File: config.mk
export PLATFORM = sky130hd
export DESIGN_NAME = mul_seq_ctrl_flat
export DESIGN_NICKNAME = d
export VERILOG_FILES = /design/src/rtl/mul_seq_ctrl_if.sv /design/src/rtl/mul_seq_ctrl.sv /design/src/flat_wrapper.sv
export SDC_FILE = /design/constraint.sdc
export NUM_CORES = 1
export LEC_CHECK = 0
export ABC_AREA = 1
export BUFFER_PORTS_ARGS = -buffer_cell sky130_fd_sc_hd__buf_2
export CAP_MARGIN = 30
export CORE_MARGIN = 5
export CORE_UTILIZATION = 45
export CTS_CLUSTER_SIZE = 28
export DETAILED_ROUTE_END_ITERATION = 10
export GPL_TIMING_DRIVEN = 0
export SLEW_MARGIN = 10
export SYNTH_ARGS = -nofsm -noshare
export SYNTH_HDL_FRONTEND = slang
export SYNTH_SLANG_ARGS = --single-unit
File: constraint.sdc
create_clock -name clk -period 3.15 [get_ports clk]
set_clock_uncertainty 0.1 [all_clocks]
set_input_delay 0.315 -clock clk [delete_from_list [all_inputs] [get_ports clk]]
set_output_delay 0.315 -clock clk [all_outputs]
set_load 0.01 [all_outputs]
File: src/rtl/mul_seq_ctrl_if.sv
// Request/result bundle between the EX-stage issue logic and the sequential multiplier.
// Latency: none, pure wiring.
// Backpressure: the busy signal is the stall request back to the pipeline; there is no ready.
interface mul_seq_ctrl_if #(
    parameter int WIDTH = 32
);
    logic             start;
    logic             is_signed;
    logic [WIDTH-1:0] op_a;
    logic [WIDTH-1:0] op_b;
    logic             flush;
    logic             busy;
    logic             done;
    logic [WIDTH-1:0] result_hi;
    logic [WIDTH-1:0] result_lo;
    logic [3:0]       icc_out;

    // Pipeline side: issues operations, observes stall and completion.
    modport master (
        output start, is_signed, op_a, op_b, flush,
        input  busy, done, result_hi, result_lo, icc_out
    );

    // Multiplier side.
    modport slave (
        input  start, is_signed, op_a, op_b, flush,
        output busy, done, result_hi, result_lo, icc_out
    );
endinterface

File: src/rtl/mul_seq_ctrl.sv
// Radix-2 shift-add sequencer for SPARC UMUL/SMUL(cc): sign-magnitude iterate, sign-fix, Y:rd + icc.
// Latency: done pulses in the cycle after edge E0+WIDTH+1; one op per WIDTH+3 cycles.
// Backpressure: busy stalls the pipeline in RUN/FIX; start outside IDLE is dropped, never queued.
module mul_seq_ctrl #(
    parameter int WIDTH = 32
) (
    input  logic         clk,
    input  logic         rst_n,
    mul_seq_ctrl_if.slave io_mul
);
    localparam int CW = (WIDTH > 1) ? $clog2(WIDTH) : 1;

    typedef enum logic [1:0] {
        S_IDLE = 2'd0,
        S_RUN  = 2'd1,
        S_FIX  = 2'd2,
        S_DONE = 2'd3
    } state_t;

    state_t             r_state;
    state_t             w_state_nxt;
    logic [CW-1:0]      r_count;
    logic               r_sign_neg;
    logic [WIDTH-1:0]   r_mcand;
    logic [WIDTH-1:0]   r_mplr;
    // One bit wider than the operands so the add carry survives until the shift.
    logic [WIDTH:0]     r_acc;
    logic [WIDTH-1:0]   r_res_hi;
    logic [WIDTH-1:0]   r_res_lo;
    logic [3:0]         r_icc;

    logic               w_accept;
    logic               w_last;
    logic [WIDTH-1:0]   w_mag_a;
    logic [WIDTH-1:0]   w_mag_b;
    logic [WIDTH:0]     w_sum;
    logic [2*WIDTH-1:0] w_prod_mag;
    logic [2*WIDTH-1:0] w_prod;

    // A flush in the same cycle as start cancels the request outright.
    assign w_accept = io_mul.start & ~io_mul.flush;
    assign w_last   = (r_count == CW'(WIDTH - 1));

    // Operands are iterated as magnitudes; 0x80..0 negates to itself, which is the right magnitude.
    assign w_mag_a = (io_mul.is_signed && io_mul.op_a[WIDTH-1]) ? -io_mul.op_a : io_mul.op_a;
    assign w_mag_b = (io_mul.is_signed && io_mul.op_b[WIDTH-1]) ? -io_mul.op_b : io_mul.op_b;

    // Upper accumulator plus multiplicand when the current multiplier bit is set.
    assign w_sum = r_acc + (r_mplr[0] ? {1'b0, r_mcand} : {(WIDTH+1){1'b0}});

    // After WIDTH steps the accumulator top bit is always clear, so the low W bits are the high word.
    assign w_prod_mag = {r_acc[WIDTH-1:0], r_mplr};
    assign w_prod     = r_sign_neg ? -w_prod_mag : w_prod_mag;

    assign io_mul.busy      = (r_state == S_RUN) || (r_state == S_FIX);
    assign io_mul.done      = (r_state == S_DONE);
    assign io_mul.result_hi = r_res_hi;
    assign io_mul.result_lo = r_res_lo;
    assign io_mul.icc_out   = r_icc;

    // State register.
    always_ff @(posedge clk or negedge rst_n) begin
        if (!rst_n) begin
            r_state <= S_IDLE;
        end else begin
            r_state <= w_state_nxt;
        end
    end

    // Next-state: flush aborts RUN/FIX, but a DONE pulse always completes.
    always_comb begin
        w_state_nxt = r_state;
        case (r_state)
            S_IDLE:  if (w_accept) w_state_nxt = S_RUN;
            S_RUN: begin
                if (io_mul.flush)  w_state_nxt = S_IDLE;
                else if (w_last)   w_state_nxt = S_FIX;
            end
            S_FIX:   w_state_nxt = io_mul.flush ? S_IDLE : S_DONE;
            S_DONE:  w_state_nxt = S_IDLE;
            default: w_state_nxt = S_IDLE;
        endcase
    end

    // Datapath: latch on accept, shift-add in RUN, sign-fix and publish results at the FIX edge.
    always_ff @(posedge clk or negedge rst_n) begin
        if (!rst_n) begin
            r_count    <= '0;
            r_sign_neg <= 1'b0;
            r_mcand    <= '0;
            r_mplr     <= '0;
            r_acc      <= '0;
            r_res_hi   <= '0;
            r_res_lo   <= '0;
            r_icc      <= 4'b0000;
        end else begin
            case (r_state)
                S_IDLE: begin
                    if (w_accept) begin
                        r_sign_neg <= io_mul.is_signed & (io_mul.op_a[WIDTH-1] ^ io_mul.op_b[WIDTH-1]);
                        r_mcand    <= w_mag_a;
                        r_mplr     <= w_mag_b;
                        r_acc      <= '0;
                        r_count    <= '0;
                    end
                end
                S_RUN: begin
                    // Shift {sum, multiplier} right by one; the sum LSB moves into the multiplier MSB.
                    r_acc   <= {1'b0, w_sum[WIDTH:1]};
                    r_mplr  <= {w_sum[0], r_mplr[WIDTH-1:1]};
                    r_count <= r_count + CW'(1);
                end
                S_FIX: begin
                    if (!io_mul.flush) begin
                        r_res_hi <= w_prod[2*WIDTH-1:WIDTH];
                        r_res_lo <= w_prod[WIDTH-1:0];
                        // Multiply cc: N and Z from the low word only, V and C always clear.
                        r_icc    <= {w_prod[WIDTH-1], (w_prod[WIDTH-1:0] == '0), 2'b00};
                    end
                end
                default: ;
            endcase
        end
    end
endmodule

File: src/flat_wrapper.sv
// flat-port wrapper written by rule: the top's interface ports become plain ports
module mul_seq_ctrl_flat 
#(
    parameter int WIDTH = 32
)
  (clk, rst_n, io_mul_start, io_mul_is_signed, io_mul_op_a, io_mul_op_b, io_mul_flush, io_mul_busy, io_mul_done, io_mul_result_hi, io_mul_result_lo, io_mul_icc_out);
  mul_seq_ctrl_if #(.WIDTH(WIDTH)) io_mul_i ();
  input  logic clk;
  input  logic rst_n;
  input wire logic [$bits(io_mul_i.start)-1:0] io_mul_start;
  input wire logic [$bits(io_mul_i.is_signed)-1:0] io_mul_is_signed;
  input wire logic [$bits(io_mul_i.op_a)-1:0] io_mul_op_a;
  input wire logic [$bits(io_mul_i.op_b)-1:0] io_mul_op_b;
  input wire logic [$bits(io_mul_i.flush)-1:0] io_mul_flush;
  output wire logic [$bits(io_mul_i.busy)-1:0] io_mul_busy;
  output wire logic [$bits(io_mul_i.done)-1:0] io_mul_done;
  output wire logic [$bits(io_mul_i.result_hi)-1:0] io_mul_result_hi;
  output wire logic [$bits(io_mul_i.result_lo)-1:0] io_mul_result_lo;
  output wire logic [$bits(io_mul_i.icc_out)-1:0] io_mul_icc_out;
  assign io_mul_i.start = io_mul_start;
  assign io_mul_i.is_signed = io_mul_is_signed;
  assign io_mul_i.op_a = io_mul_op_a;
  assign io_mul_i.op_b = io_mul_op_b;
  assign io_mul_i.flush = io_mul_flush;
  assign io_mul_busy = io_mul_i.busy;
  assign io_mul_done = io_mul_i.done;
  assign io_mul_result_hi = io_mul_i.result_hi;
  assign io_mul_result_lo = io_mul_i.result_lo;
  assign io_mul_icc_out = io_mul_i.icc_out;
  mul_seq_ctrl #(.WIDTH(WIDTH)) u_core (.clk(clk), .rst_n(rst_n), .io_mul(io_mul_i));
endmodule
### Word level (Yosys, flattened, before mapping)

Cells that the tools add are included.

* flip-flop bits (word level): 171
* output and inout port bits: 70
* word-level logic and storage cells: 49

* $add $sub $neg: 5
* equality and inequality tests: 6
* multiplexer cells: 15
* bitwise operators: 4
* reduce and logical (&&, ||, !) cells: 10

Operators with widths (count)
* $mux W32: 4
* $pmux W33 S2: 1
* $mux W64: 1
* $neg A32 Y32: 2
* $neg A64 Y64: 1
* $pmux W32 S2: 1
* $add A33 B33 Y33: 1
* $mux W33: 1
* $logic_not A32 Y1: 1
* $pmux W5 S2: 1
* $mux W2: 4
* $pmux W2 S4: 1
* $reduce_and A2 Y1: 4
* $add A5 B1 Y5 const B: 1
* $eq A5 B5 Y1 const B: 1
* $mux W5: 1
* $eq A2 B2 Y1 const B: 2
* $ne A3 B2 Y1 const B: 1
* $and A1 B1 Y1: 2
* $eq A2 B1 Y1 const B: 1
* $logic_and A1 B1 Y1: 2
* $logic_not A2 Y1: 1
* $ne A2 B1 Y1 const B: 1
* $reduce_bool A2 Y1: 1
* other kinds (3): 3

### Logic depth before layout (Yosys ltp)

* word-level depth: 4
* gate-level depth with buffers: 17

### Worst setup path before layout

OpenSTA, ideal clock, no wires.

* path kind: register to register
* from: reg u_core.r_mplr[0]
* to: reg u_core.r_acc[27]
* arrival: 2207 ps
* path slack: 726 ps
* cell stages (with the launch flop): 17
* path buffers: 2
* cell sequence: dfrtp_1 -> buf_6 -> clkbuf_1 -> nand2_1 -> inv_1 -> ha_1 -> inv_1 -> fa_1 -> o21ai_1 -> a21o_1 -> nand2_1 -> nand2_1 -> nand3_1 -> nand2_1 -> nand2_1 -> nand3_1 -> nand2_1

* longest elaborated chain between the ends: 3

RTL lines
* start, declared: RTL line mul_seq_ctrl.sv:25 `logic [WIDTH-1:0] r_mplr;`
* start signal, assigned: RTL line mul_seq_ctrl.sv:102 `r_mplr <= w_mag_b;`
* start signal, assigned: RTL line mul_seq_ctrl.sv:110 `r_mplr <= {w_sum[0], r_mplr[WIDTH-1:1]};`
* $mux W32: RTL line mul_seq_ctrl.sv:49 `assign w_sum = r_acc + (r_mplr[0] ? {1'b0, r_mcand} : {(WIDTH+1){1'b0}});`
* $add A33 B33 Y33: RTL line mul_seq_ctrl.sv:49
* $pmux W33 S2: RTL line mul_seq_ctrl.sv:97 `case (r_state)`
* end signal, assigned: RTL line mul_seq_ctrl.sv:109 `r_acc <= {1'b0, w_sum[WIDTH:1]};`
* end, declared: RTL line mul_seq_ctrl.sv:27 `logic [WIDTH:0] r_acc;`

Every way passes these cells.
A chain may end at the register's enable or synchronous reset.

### Final worst setup path

Ends and elaborated chain as after synthesis.

==> impl_metrics.tcl <==
set metrics [dict create \
    run_status "finished clean" \
    critPathMostFrequentCell "nand2_1" \
    syn_area_per_cell_um2 6.797 \
    switching_share 0.4949 \
    seq_area_frac_synth 0.3417 \
    area_growth_pct 14.17 \
    setup_violations 0 \
    vias 12544 \
    layout-drive-gt1-share 0.1346 \
    min_path_type "input pin to register" \
    final_cells 2332 \
    synth_area_um2 12380 \
    path_buf_inv 4 \
    fmax_mhz 351.4 \
    rows 60 \
    final.fill_count 2828 \
    yosys_warnings 0 \
    drt_wl_total_um 42840 \
    powerDensity_nw_per_um2 906.9 \
    end_kind "register" \
    hold_ws_ps 73.62 \
    synth_cell_type_count 51 \
    drc 0 \
    dp_cells 2300 \
    cp_slowest_cell "fa_1" \
    first_iter_violations 1142 \
    grt_overflow 0 \
    synthCells 1821 \
    cts_tree "built" \
    die_h_um 175.8 \
    tightestPinTransition_ps 838.1 \
    slowest_delay_ps 400 \
    track_usage 0.2784 \
    final_nets 2091 \
    cts_sinks 169 \
    worstHoldPathCells 4 \
    core_area_um2 27030 \
    ir_drop_mv 0.5238 \
    cts.clk_slew.worst_paths_ps 70 \
    worstPathRequired_ps 3370 \
    path_max_fanout 10 \
    drv_slew 0 \
    wl_per_cell_um 18.37 \
    switching_power_uw 6343 \
    synthArstFlopShare 1.000 \
    antenna_left 0 \
    period_share 0.9035 \
    crit_arrival_ps 3070 \
    clock-root-buffer "clkbuf_16" \
    seqPwrFrac 0.295 \
    synth_edf_count 0 \
    comb_power_share 0.534 \
    relSlewSlack 0.4413 \
    finalHoldViolCount 0 \
    vias_per_cell 5.379 \
    crit_path_cell_trace "buf_6 > clkbuf_2 > nand2_1 > inv_1 > ha_1 > inv_1 > fa_1 > o21ai_1 > a21o_1 > nand2_1 > nand2_1 > nand3_1 > nand2_1 > nand2_1 > nand3_1 > nand2_1" \
    power.leakage_uw 0.007167 \
    routabilityCongestion 0.9462 \
    die_x_um 175.8 \
    cp-start-kind "register" \
    h-tree-depth 4 \
    clk_latency_ps 440 \
    total_power_uw 12820 \
    maxCapViolCount 0 \
    portBuffers 136 \
    max-clock-path-buffers 2 \
    grt_pass1_vias 12183 \
    crit_family "simple AND/OR/NAND/NOR gates" \
    dieArea_um2 30920 \
    cts_buffers 17 \
    finalCriticalPeriod_ps 2846 \
    grt_pass1_wl_um 68010 \
    worstSetupPathType "register to register" \
    antenna_found_initial 0 \
    start_util 0.4580 \
    io_pins 139 \
    rsz0062_at_grt "no" \
    diodes 0 \
    grt_max_degree 86 \
    p_int_uw 6473 \
    synth_ff_type "dfrtp_1" \
    reg2regPathDepth 16 \
    first_pass_iters 5 \
    crit_cells 16 \
    p_clk_frac 0.171 \
    ys_ff_latch 169 \
    dp_hpwl_um 35280 \
]
synth_stat cells (17+ instances only):
library cell / count / share of area
nand2_1: 498 / 0.15
nor2_1: 211 / 0.064
inv_1: 192 / 0.058
dfrtp_1: 169 / 0.34
o21ai_0: 120 / 0.049
nand3_1: 117 / 0.047
a21oi_1: 81 / 0.033
xor2_1: 51 / 0.036
ha_1: 42 / 0.042
clkbuf_1: 35 / 0.011
a31oi_1: 28 / 0.014
o21ai_1: 25 / 0.010
nand4_1: 24 / 0.012
o22ai_1: 24 / 0.012
nor3_1: 19 / 0.0077
buf_2: 17 / 0.0069
power by group through the flow:
stage | clock network (uW) | registers [uW] | logic [uW]
floorplan | 0 | 3690 | 4450
global placement | 0 | 3770 | 6730
detailed placement | 0 | 3790 | 6770
CTS | 2220 | 3750 | 6800
global route | 2300 | 3890 | 7650
finish | 2190 | 3780 | 6850
through the flow:
step / area [um^2] / setup TNS [ps] / utilization / worst slack (ps)
final: 14130 / 0 / 0.5229 / 304.0
after global routing: 14130 / 0 / 0.5229 / 9.261
after CTS: 14130 / 0 / 0.5228 / 114.9
after detailed placement: 13530 / 0 / 0.5005 / 116.9
after global placement: 13490 / -181570 / 0.4991 / -1100
after floorplan: 12380 / 0 / - / 725.8
worst register-to-register path, stage by stage (launching register included):
cell	delay, ps
dfrtp_1	340
buf_6	120
clkbuf_2	230
nand2_1	80
inv_1	60
ha_1	180
inv_1	70
fa_1	400
o21ai_1	330
a21o_1	250
nand2_1	70
nand2_1	140
nand3_1	130
nand2_1	80
nand2_1	40
nand3_1	70
nand2_1	60
cell usage in the layout, fill, tap and decap left out, types with 3 or more instances in the layout:
master       n
a21boi_0     3
a21o_1       4
a21oi_1     81
a31oi_1     28
buf_2      152
buf_4        4
clkbuf_1    34
clkbuf_16   17
clkinv_2     3
clkinv_4     4
dfrtp_1    169
ha_1        42
inv_1      192
inv_2        9
nand2_1    498
nand2_2     14
nand3_1    117
nand3_2      5
nand3b_1     8
nand4_1     24
nor2_1     211
nor2_2      13
nor2_4       9
nor3_1      19
nor3_2       4
nor4_1       6
o21a_1       7
o21ai_0    120
o21ai_1     25
o21bai_1    11
o221ai_1    15
o22ai_1     24
o31ai_1      6
or2_2       14
xnor2_1     12
xor2_1      51
cell families after synthesis:
logic type | after synthesis | synth area share
AOI/OAI and AO/OA | 334 | 0.1539
xor gates and xnor gates | 63 | 0.04458
adders and majority gates | 43 | 0.04408
buffers and inverters | 261 | 0.08279
DFF | 169 | 0.3417
other | 1 | 0.0003030
and+or+nand+nor | 950 | 0.3327
state kept, by name, indices dropped and copies added, names as in the netlist:
name / cells
u_core.io_mul.icc_out: 2
u_core.io_mul.result_hi: 32
u_core.io_mul.result_lo: 31
u_core.r_acc: 32
u_core.r_count: 5
u_core.r_mcand: 32
u_core.r_mplr: 32
u_core.r_sign_neg: 1
u_core.r_state: 2
final cells by class:
| type | count | area (um^2) | area share |
|---|---|---|---|
| multi-input combinational | 1392 | 7127 | 0.5043 |
| sequential | 169 | 4229 | 0.2993 |
| clock inverter | 12 | 141.4 | 0.01001 |
| timing repair buffer | 138 | 728.2 | 0.05153 |
| inverter | 203 | 763.2 | 0.05401 |
| buffer | 58 | 262.8 | 0.01859 |
| tap | 341 | 426.7 | 0.03019 |
| clock buffer | 19 | 452.9 | 0.03205 |
layer usage:
| layer | vias up | track usage | wire length (um) |
|---|---|---|---|
| met3 | 35 | 0.04542 | 2995 |
| met4 | 0 | 0.05458 | 536 |
| met5 | - | 0 | 0 |
| met1 | 5813 | 0.4312 | 21630 |
| li1 | 6287 | - | - |
| met2 | 409 | 0.4105 | 17680 |
worst paths after layout:
check	start	slack, ps	endpoint
worst min-delay path	io_mul_op_a[29]	70	u_core.r_mcand[29]
worst min register to register	u_core.io_mul.result_hi[17]	370	u_core.io_mul.result_hi[17]
max in group asynchronous	rst_n	1720	u_core.r_mcand[30]
min in group asynchronous	rst_n	340	u_core.io_mul.result_lo[19]
worst max register to register	u_core.r_mplr[0]	300	u_core.r_acc[27]
worst max-delay path	u_core.r_mplr[0]	300	u_core.r_acc[27]
timing repair:
action | CTS | global route
endpoints found under the hold margin | 84 | 0
buffers inserted | 0 | 0
resized for setup | 0 | 2
hold buffers | 1 | 0
setup endpoints to repair | 0 | 11
Note: power is estimated with default switching activity, not from simulation.
